--- config.mk ---
export PLATFORM = sky130hd
export DESIGN_NAME = aes_byte_stream_io_flat
export DESIGN_NICKNAME = d
export VERILOG_FILES = /design/src/rtl/aes_byte_stream_io_if.sv /design/src/rtl/aes_byte_stream_io.sv /design/src/flat_wrapper.sv
export SDC_FILE = /design/constraint.sdc
export NUM_CORES = 1
export LEC_CHECK = 0
export CAP_MARGIN = 25
export CORE_ASPECT_RATIO = 0.5
export CORE_MARGIN = 4
export CORE_UTILIZATION = 35
export CTS_CLUSTER_DIAMETER = 40
export DETAILED_ROUTE_END_ITERATION = 12
export PLACE_DENSITY_LB_ADDON = 0.08
export SYNTH_ARGS = -nofsm -noshare
export SYNTH_HDL_FRONTEND = slang
export SYNTH_SLANG_ARGS = --single-unit
export TNS_END_PERCENT = 30
--- constraint.sdc ---
create_clock -name clk -period 5.71 [get_ports clk]
set_clock_uncertainty 0.05 [all_clocks]
set_input_delay 1.142 -clock clk [delete_from_list [all_inputs] [get_ports clk]]
set_output_delay 1.142 -clock clk [all_outputs]
set_load 0.005 [all_outputs]
--- src/rtl/aes_byte_stream_io_if.sv ---
// aes_byte_stream_io_if: byte-in, block-out, result-in, byte-out handshake bundle
interface aes_byte_stream_io_if #(parameter int NBYTES = 16);
  logic [7:0] in_byte;
  logic in_valid;
  logic in_ready;
  logic [8*NBYTES-1:0] block_o;
  logic block_valid;
  logic block_ready;
  logic [8*NBYTES-1:0] result_i;
  logic result_valid;
  logic [7:0] out_byte;
  logic out_valid;
  logic out_ready;
  modport master (
    output in_byte, in_valid, block_ready, result_i, result_valid, out_ready,
    input in_ready, block_o, block_valid, out_byte, out_valid
  );
  modport slave (
    input in_byte, in_valid, block_ready, result_i, result_valid, out_ready,
    output in_ready, block_o, block_valid, out_byte, out_valid
  );
endinterface

--- src/rtl/aes_byte_stream_io.sv ---
// aes_byte_stream_io: assembles NBYTES input bytes into a block, hands it to the core, streams the result back MSB first
module aes_byte_stream_io #(
  parameter int NBYTES = 16
) (
  input  logic clk,
  input  logic rst_n,
  input  logic flush,
  aes_byte_stream_io_if.slave bus,
  output logic [1:0] state_o
);
  localparam int W = 8 * NBYTES;
  localparam int CW = $clog2(NBYTES);
  typedef enum logic [1:0] {LOAD, ISSUE, WAIT, UNLOAD} state_t;
  state_t state;
  logic [CW-1:0] cnt;
  logic [W-1:0] block;
  logic [W-1:0] shift;
  logic last;
  assign last = cnt == CW'(NBYTES - 1);
  always_ff @(posedge clk) begin
    if (!rst_n || flush) begin
      state <= LOAD;
      cnt <= '0;
      block <= '0;
      shift <= '0;
    end else begin
      case (state)
        LOAD: if (bus.in_valid) begin
          block <= {block[W-9:0], bus.in_byte};
          cnt <= last ? '0 : cnt + CW'(1);
          if (last) state <= ISSUE;
        end
        ISSUE: if (bus.block_ready) state <= WAIT;
        WAIT: if (bus.result_valid) begin
          shift <= bus.result_i;
          state <= UNLOAD;
        end
        UNLOAD: if (bus.out_ready) begin
          shift <= {shift[W-9:0], 8'h00};
          cnt <= last ? '0 : cnt + CW'(1);
          if (last) state <= LOAD;
        end
      endcase
    end
  end
  // every output is a register or a decode of the state register
  always_comb begin
    bus.in_ready = state == LOAD;
    bus.block_valid = state == ISSUE;
    bus.out_valid = state == UNLOAD;
    bus.block_o = block;
    bus.out_byte = shift[W-1:W-8];
    state_o = state;
  end
endmodule

--- src/flat_wrapper.sv ---
// flat-port wrapper written by rule: the top's interface ports become plain ports
module aes_byte_stream_io_flat 
#(
  parameter int NBYTES = 16
)
  (clk, rst_n, flush, state_o, bus_in_byte, bus_in_valid, bus_block_ready, bus_result_i, bus_result_valid, bus_out_ready, bus_in_ready, bus_block_o, bus_block_valid, bus_out_byte, bus_out_valid);
  aes_byte_stream_io_if #(.NBYTES(NBYTES)) bus_i ();
  input  logic clk;
  input  logic rst_n;
  input  logic flush;
  output logic [1:0] state_o;
  input wire logic [$bits(bus_i.in_byte)-1:0] bus_in_byte;
  input wire logic [$bits(bus_i.in_valid)-1:0] bus_in_valid;
  input wire logic [$bits(bus_i.block_ready)-1:0] bus_block_ready;
  input wire logic [$bits(bus_i.result_i)-1:0] bus_result_i;
  input wire logic [$bits(bus_i.result_valid)-1:0] bus_result_valid;
  input wire logic [$bits(bus_i.out_ready)-1:0] bus_out_ready;
  output wire logic [$bits(bus_i.in_ready)-1:0] bus_in_ready;
  output wire logic [$bits(bus_i.block_o)-1:0] bus_block_o;
  output wire logic [$bits(bus_i.block_valid)-1:0] bus_block_valid;
  output wire logic [$bits(bus_i.out_byte)-1:0] bus_out_byte;
  output wire logic [$bits(bus_i.out_valid)-1:0] bus_out_valid;
  assign bus_i.in_byte = bus_in_byte;
  assign bus_i.in_valid = bus_in_valid;
  assign bus_i.block_ready = bus_block_ready;
  assign bus_i.result_i = bus_result_i;
  assign bus_i.result_valid = bus_result_valid;
  assign bus_i.out_ready = bus_out_ready;
  assign bus_in_ready = bus_i.in_ready;
  assign bus_block_o = bus_i.block_o;
  assign bus_block_valid = bus_i.block_valid;
  assign bus_out_byte = bus_i.out_byte;
  assign bus_out_valid = bus_i.out_valid;
  aes_byte_stream_io #(.NBYTES(NBYTES)) u_core (.clk(clk), .rst_n(rst_n), .flush(flush), .bus(bus_i), .state_o(state_o));
endmodule
==> results.tsv, run 1 <==
metric	value	unit
period_needed	3.40	ns
rsz0062_at_grt	false	
ys_ff_latch	262	
final-setup-viol-count	0	
clock_latency	0.54	ns
synth_seq_area_share	0.509	
hold_depth	2	
slew_headroom	0.337	
min_path_type	reg2reg	
setup_tns	0	ns
synthesis.area	10300	um2
grt_pass1_wl	46.3	mm
r2r-end	u_core.shift[72]	
synthDominantCellAreaShare	0.509	
p_seq_frac	0.468	
synth-main-ff-cell	dfxtp_1	
stdcell_area	14400	um2
reg2reg_from	u_core.state_o[0]	
drc	0	
synth_nets	1330	
clock_path_buffers	3	
track_usage	0.173	
cp.arrival	2.21	ns
cts_root_buffer	clkbuf_16	
cts_setup_buffers	0	
dp_slack	2.22	ns
dp_hpwl	20.2	mm
grt_max_degree	97	
period_share	0.596	
yosysMostFrequentCell	nand2_1	
power.leakage	4.35	nW
status	completed	
vdd_drop_max	196	uV
slew_viol_final	0	
worstHoldEndpoint	u_core.shift[6]	
cp-start-kind	register	
power_density	273	nW/um2
cts_made_buffers	29	
slowest_stage	clkdlybuf4s50_1	
slowest_delay	0.63	ns
synth_common_cells	270 x nand2_1, 262 x dfxtp_1, 136 x a21oi_1	
grt_antenna_before_repair	1	
setup_ws	2.31	ns
wl_per_cell	16.2	um
rrSetupSlack	2.42	ns
p_switching	0.877	mW
fmax	294	MHz
min_from	u_core.shift[6]	
startpoint	u_core.state_o[0]	
yosysWarnings	0	
yosys.area.top_type	dfxtp_1	
die_h	129	um
comb_power_share	0.054	
overflow	0	
viasPerCell	4.78	
synthTopCellsByArea	dfxtp_1 51%, mux2i_1 12%, nand2_1 9.8%	
layout-drive-gt1-share	0.0519	
cap_violations	0	
reg2reg_depth	5	
grt_pass1_vias	8624	
ctsResizeCount	0	
switching_share	0.224	
area_growth	39.2	%
synth_edf_count	0	
chipWidth	251	um
clock-sinks	262	
final-hold-violation-count	0	
ys_types	27	
vias	8688	
p_int	3.04	mW
port_buffers	283	
core	29000	um2
cts_tree	yes	
cp_cell_sequence	ha_4 -> clkdlybuf4s50_1	
ys_async_sr_fraction	0	
start_util	0.355	
whs	0.401	ns
ant_nets	0	
io_pins	284	
htreeDepth	1	
path_clk_slew	0.06	ns
place.gp.congestion	0.774	
die_area	32400	um2
power	3.92	mW
dr.pass1.iters	4	
first_iter_violations	474	
syn_avg_cell_area	8.73	um2
required	4.52	ns
nets	1554	
placed_area	13400	um2
synthCells	1181	
diodes	0	
critPathKind	reg2out	
num_rows	44	
clockPowerShare	0.479	
wl	29.5	mm
cts_hold_buf	0	
end_kind	primary output	
worst_pin_slew	0.995	ns
worstPathMaxFanout	42	
[logic make-up after synthesis]
logic type | Yosys count | share of synthesized area
AO/OA/AOI/OAI | 260 | 0.157
XOR/XNOR | 1 | 0.000850
adder cells (fa/ha/maj) | 6 | 0.00728
buffers and inverters | 110 | 0.0468
flip-flops | 262 | 0.509
multiplexers | 123 | 0.119
AND/OR/NAND/NOR | 419 | 0.160
[cell usage in the layout (no fill, tap or decap), types with 2 or more instances in the layout]
cell type | netlist | layout
a211oi_1 | 120 | 120
a21oi_1 | 136 | 136
a31oi_1 | 2 | 2
buf_12 | 0 | 2
buf_4 | 9 | 14
bufinv_16 | 0 | 2
clkbuf_1 | 65 | 3
clkbuf_16 | 0 | 29
clkbuf_8 | 0 | 5
clkdlybuf4s50_1 | 0 | 283
clkinv_2 | 0 | 4
clkinv_4 | 0 | 3
clkinvlp_4 | 0 | 3
dfxtp_1 | 262 | 262
ha_1 | 6 | 5
inv_1 | 2 | 2
inv_6 | 0 | 4
mux2i_1 | 123 | 123
nand2_1 | 270 | 269
nand3b_1 | 8 | 8
nor2_1 | 126 | 126
nor2b_1 | 4 | 4
nor3_1 | 2 | 2
or4_1 | 2 | 2
[power groups by stage]
stage	clock network (mW)	logic, mW	registers (mW)
after CTS	1.94	0.211	1.83
final	1.88	0.210	1.83
after floorplan	0	0.0779	1.87
after global routing	2.01	0.228	1.83
after global placement	0	0.209	1.87
after detailed placement	0	0.209	1.87
[registers in the layout, summed over array words and instances, names as in the netlist]
| signal | count |
|---|---|
| u_core.state_o | 2 |
| u_core.shift | 128 |
| u_core.bus.block_o | 128 |
| u_core.cnt | 4 |
[worst max-delay path: cells and delay by family (launching register included)]
family,cells,cell delay [ns]
buffers and inverters,1,0.63
flip-flops,1,0.44
adder cells (fa/ha/maj),1,0.60
[area by class of cell]
class | instances | area, um2
inverter | 2 | 7.51
fill | 2796 | 14700
sequential | 262 | 5250
clock inverter | 16 | 164
clock buffer | 37 | 806
multi-input combinational | 809 | 4620
timing repair buffer | 301 | 3020
tap | 391 | 489
[layer usage]
layer | GRT usage | wire [um] | part of all wire | vias to the layer above
met4 | 0.0349 | 488 | 0.017 | 2
met3 | 0.0489 | 1620 | 0.055 | 40
met2 | 0.304 | 14400 | 0.49 | 154
met1 | 0.214 | 12900 | 0.44 | 3997
li1 | - | - | - | 4495
met5 | 0 | 20 | 0.00068 | -
[worst max path at each step]
stage                             endpoint  slack, ns  cells past startpoint
floorplan                u_core.state_o[0]       3.34                      4
CTS                          bus_out_valid       2.26                      2
global placement         u_core.shift[123]       2.18                      6
global route                 bus_out_valid       2.19                      2
detailed placement  u_core.bus.block_o[35]       2.22                      5
finish                       bus_out_valid       2.31                      2
[stage by stage]
| step | utilization | cells |
|---|---|---|
| 6_report | 0.495 | 1818 |
| 5_1_grt | 0.495 | 1818 |
| 4_1_cts | 0.494 | 1817 |
| 3_5_place_dp | 0.460 | 1764 |
| 3_3_place_gp | 0.460 | 1763 |
| 2_1_floorplan | - | 1181 |
(Power assumes the default switching activity.)
==> run 2: changes to the inputs <==
- clock period: 5.71 -> 3.55 ns (I/O delays scaled with it)
==> results.tsv, run 2 (synthesis results as in run 1) <==
metric	value	unit
multi_input_area	4620	um2
min_path_type	reg2reg	
power	6.36	mW
grt_pass1_vias	8460	
critPathKind	reg2out	
placed_area	13400	um2
final_cells	1815	
rrSetupSlack	1.21	ns
setup_ws	0.876	ns
cts_setup_buffers	0	
io_pins	284	
final-hold-violation-count	0	
dp_hpwl	19.6	mm
die_h	129	um
final_cell_mix	283 x clkdlybuf4s50_1, 269 x nand2_1, 262 x dfxtp_1	
layout_commonest_cell	clkdlybuf4s50_1	
clockPowerShare	0.483	
cp.arrival	1.91	ns
clock_path_buffers	3	
p_int	4.94	mW
wl	28.9	mm
die_area	32400	um2
nets	1549	
cts_tree	yes	
nFillCells	2713	
track_usage	0.169	
min_from	u_core.shift[1]	
area_growth	39.8	%
worst_pin_slew	0.703	ns
wl_per_cell	15.9	um
switching_share	0.224	
cp-start-kind	register	
p_seq_frac	0.463	
dp_slack	0.972	ns
path_clk_slew	0.06	ns
dr.pass1.iters	4	
place.gp.congestion	0.778	
worstPathMaxFanout	5	
power.leakage	4.36	nW
fmax	374	MHz
viasPerCell	4.77	
vias	8650	
rsz0062_at_grt	false	
required	2.79	ns
ant_nets	0	
chipWidth	251	um
post-route-util	0.497	
slew_headroom	0.531	
overflow	0	
grt_pass1_wl	45.3	mm
top_usage_layer	met2	
period_share	0.753	
num_rows	44	
period_needed	2.67	ns
end_kind	primary output	
whs	0.403	ns
slew_viol_final	0	
reg2reg_depth	6	
layout.area.seq	5250	um2
p_switching	1.43	mW
ctsResizeCount	0	
reg2reg_from	u_core.state_o[0]	
use_met3	0.0457	
drc	0	
layout-drive-gt1-share	0.0499	
grtUsageMet2	0.296	
core	29000	um2
first_iter_violations	484	
comb_power_share	0.054	
setup_tns	0	ns
grt_antenna_before_repair	2	
dpl.cell_count	1760	
clock-sinks	262	
met1_usage	0.215	
cts_made_buffers	29	
cap_violations	0	
grt_max_degree	98	
vdd_drop_max	331	uV
r2r-end	u_core.cnt[3]	
port_buffers	283	
status	completed	
cts_hold_buf	0	
worstHoldEndpoint	u_core.shift[1]	
hold_depth	2	
final-setup-viol-count	0	
start_util	0.355	
stdcell_area	14400	um2
htreeDepth	1	
cts_root_buffer	clkbuf_16	
power_density	442	nW/um2
clock_latency	0.55	ns
run 2: cell count changes in the layout (fill, tap and decap cells not counted):
| cell | previous run | this run |
|---|---|---|
| inv_6 | 4 | 2 |
| diode_2 | 0 | 1 |
| clkinv_2 | 4 | 5 |
| clkbuf_1 | 3 | 2 |
| buf_8 | 1 | 0 |
| clkbuf_8 | 5 | 7 |
| buf_12 | 2 | 10 |
| buf_16 | 1 | 0 |
| clkinvlp_4 | 3 | 4 |
| buf_4 | 14 | 3 |
| inv_8 | 0 | 1 |
| clkinv_4 | 3 | 2 |
run 2: metal layers:
| layer | share of wire | vias up |
|---|---|---|
| li1 | - | 4502 |
| met1 | 0.44 | 3950 |
| met2 | 0.49 | 169 |
| met3 | 0.053 | 27 |
| met4 | 0.013 | 2 |
| met5 | 0.00045 | - |
run 2: cell type report:
class                   instances  area share
diodes                          1    0.000174
inverters                       2    0.000521
clock inverters                16      0.0112
multi-input cells             809       0.321
well taps                     391      0.0340
flip-flops and latches        262       0.364
clock buffers                  38      0.0576
repair buffers                296       0.212
run 2: worst max-delay path, stage by stage, from the launching register on:
cell	delay [ns]
dfxtp_1	0.47
inv_1	0.13
ha_1	0.30
clkdlybuf4s50_1	0.48
run 2: worst max path at each step:
stage                   endpoint              start  depth (start not counted)
6_report            bus_in_ready  u_core.state_o[0]                          3
5_1_grt             bus_in_ready  u_core.state_o[0]                          3
4_1_cts             bus_in_ready  u_core.state_o[0]                          3
3_5_place_dp   u_core.state_o[0]       bus_in_valid                          5
3_3_place_gp   u_core.state_o[0]       bus_in_valid                          5
2_1_floorplan  u_core.state_o[0]  u_core.state_o[0]                          6
run 2: power groups by stage:
stage                     combinational (mW)  sequential (mW)  clock, mW
after floorplan                        0.125             3.01          0
after global placement                 0.344             3.01          0
after detailed placement               0.345             3.01          0
after CTS                              0.348             2.95       3.17
after global routing                   0.371             2.95       3.29
final                                  0.343             2.95       3.07
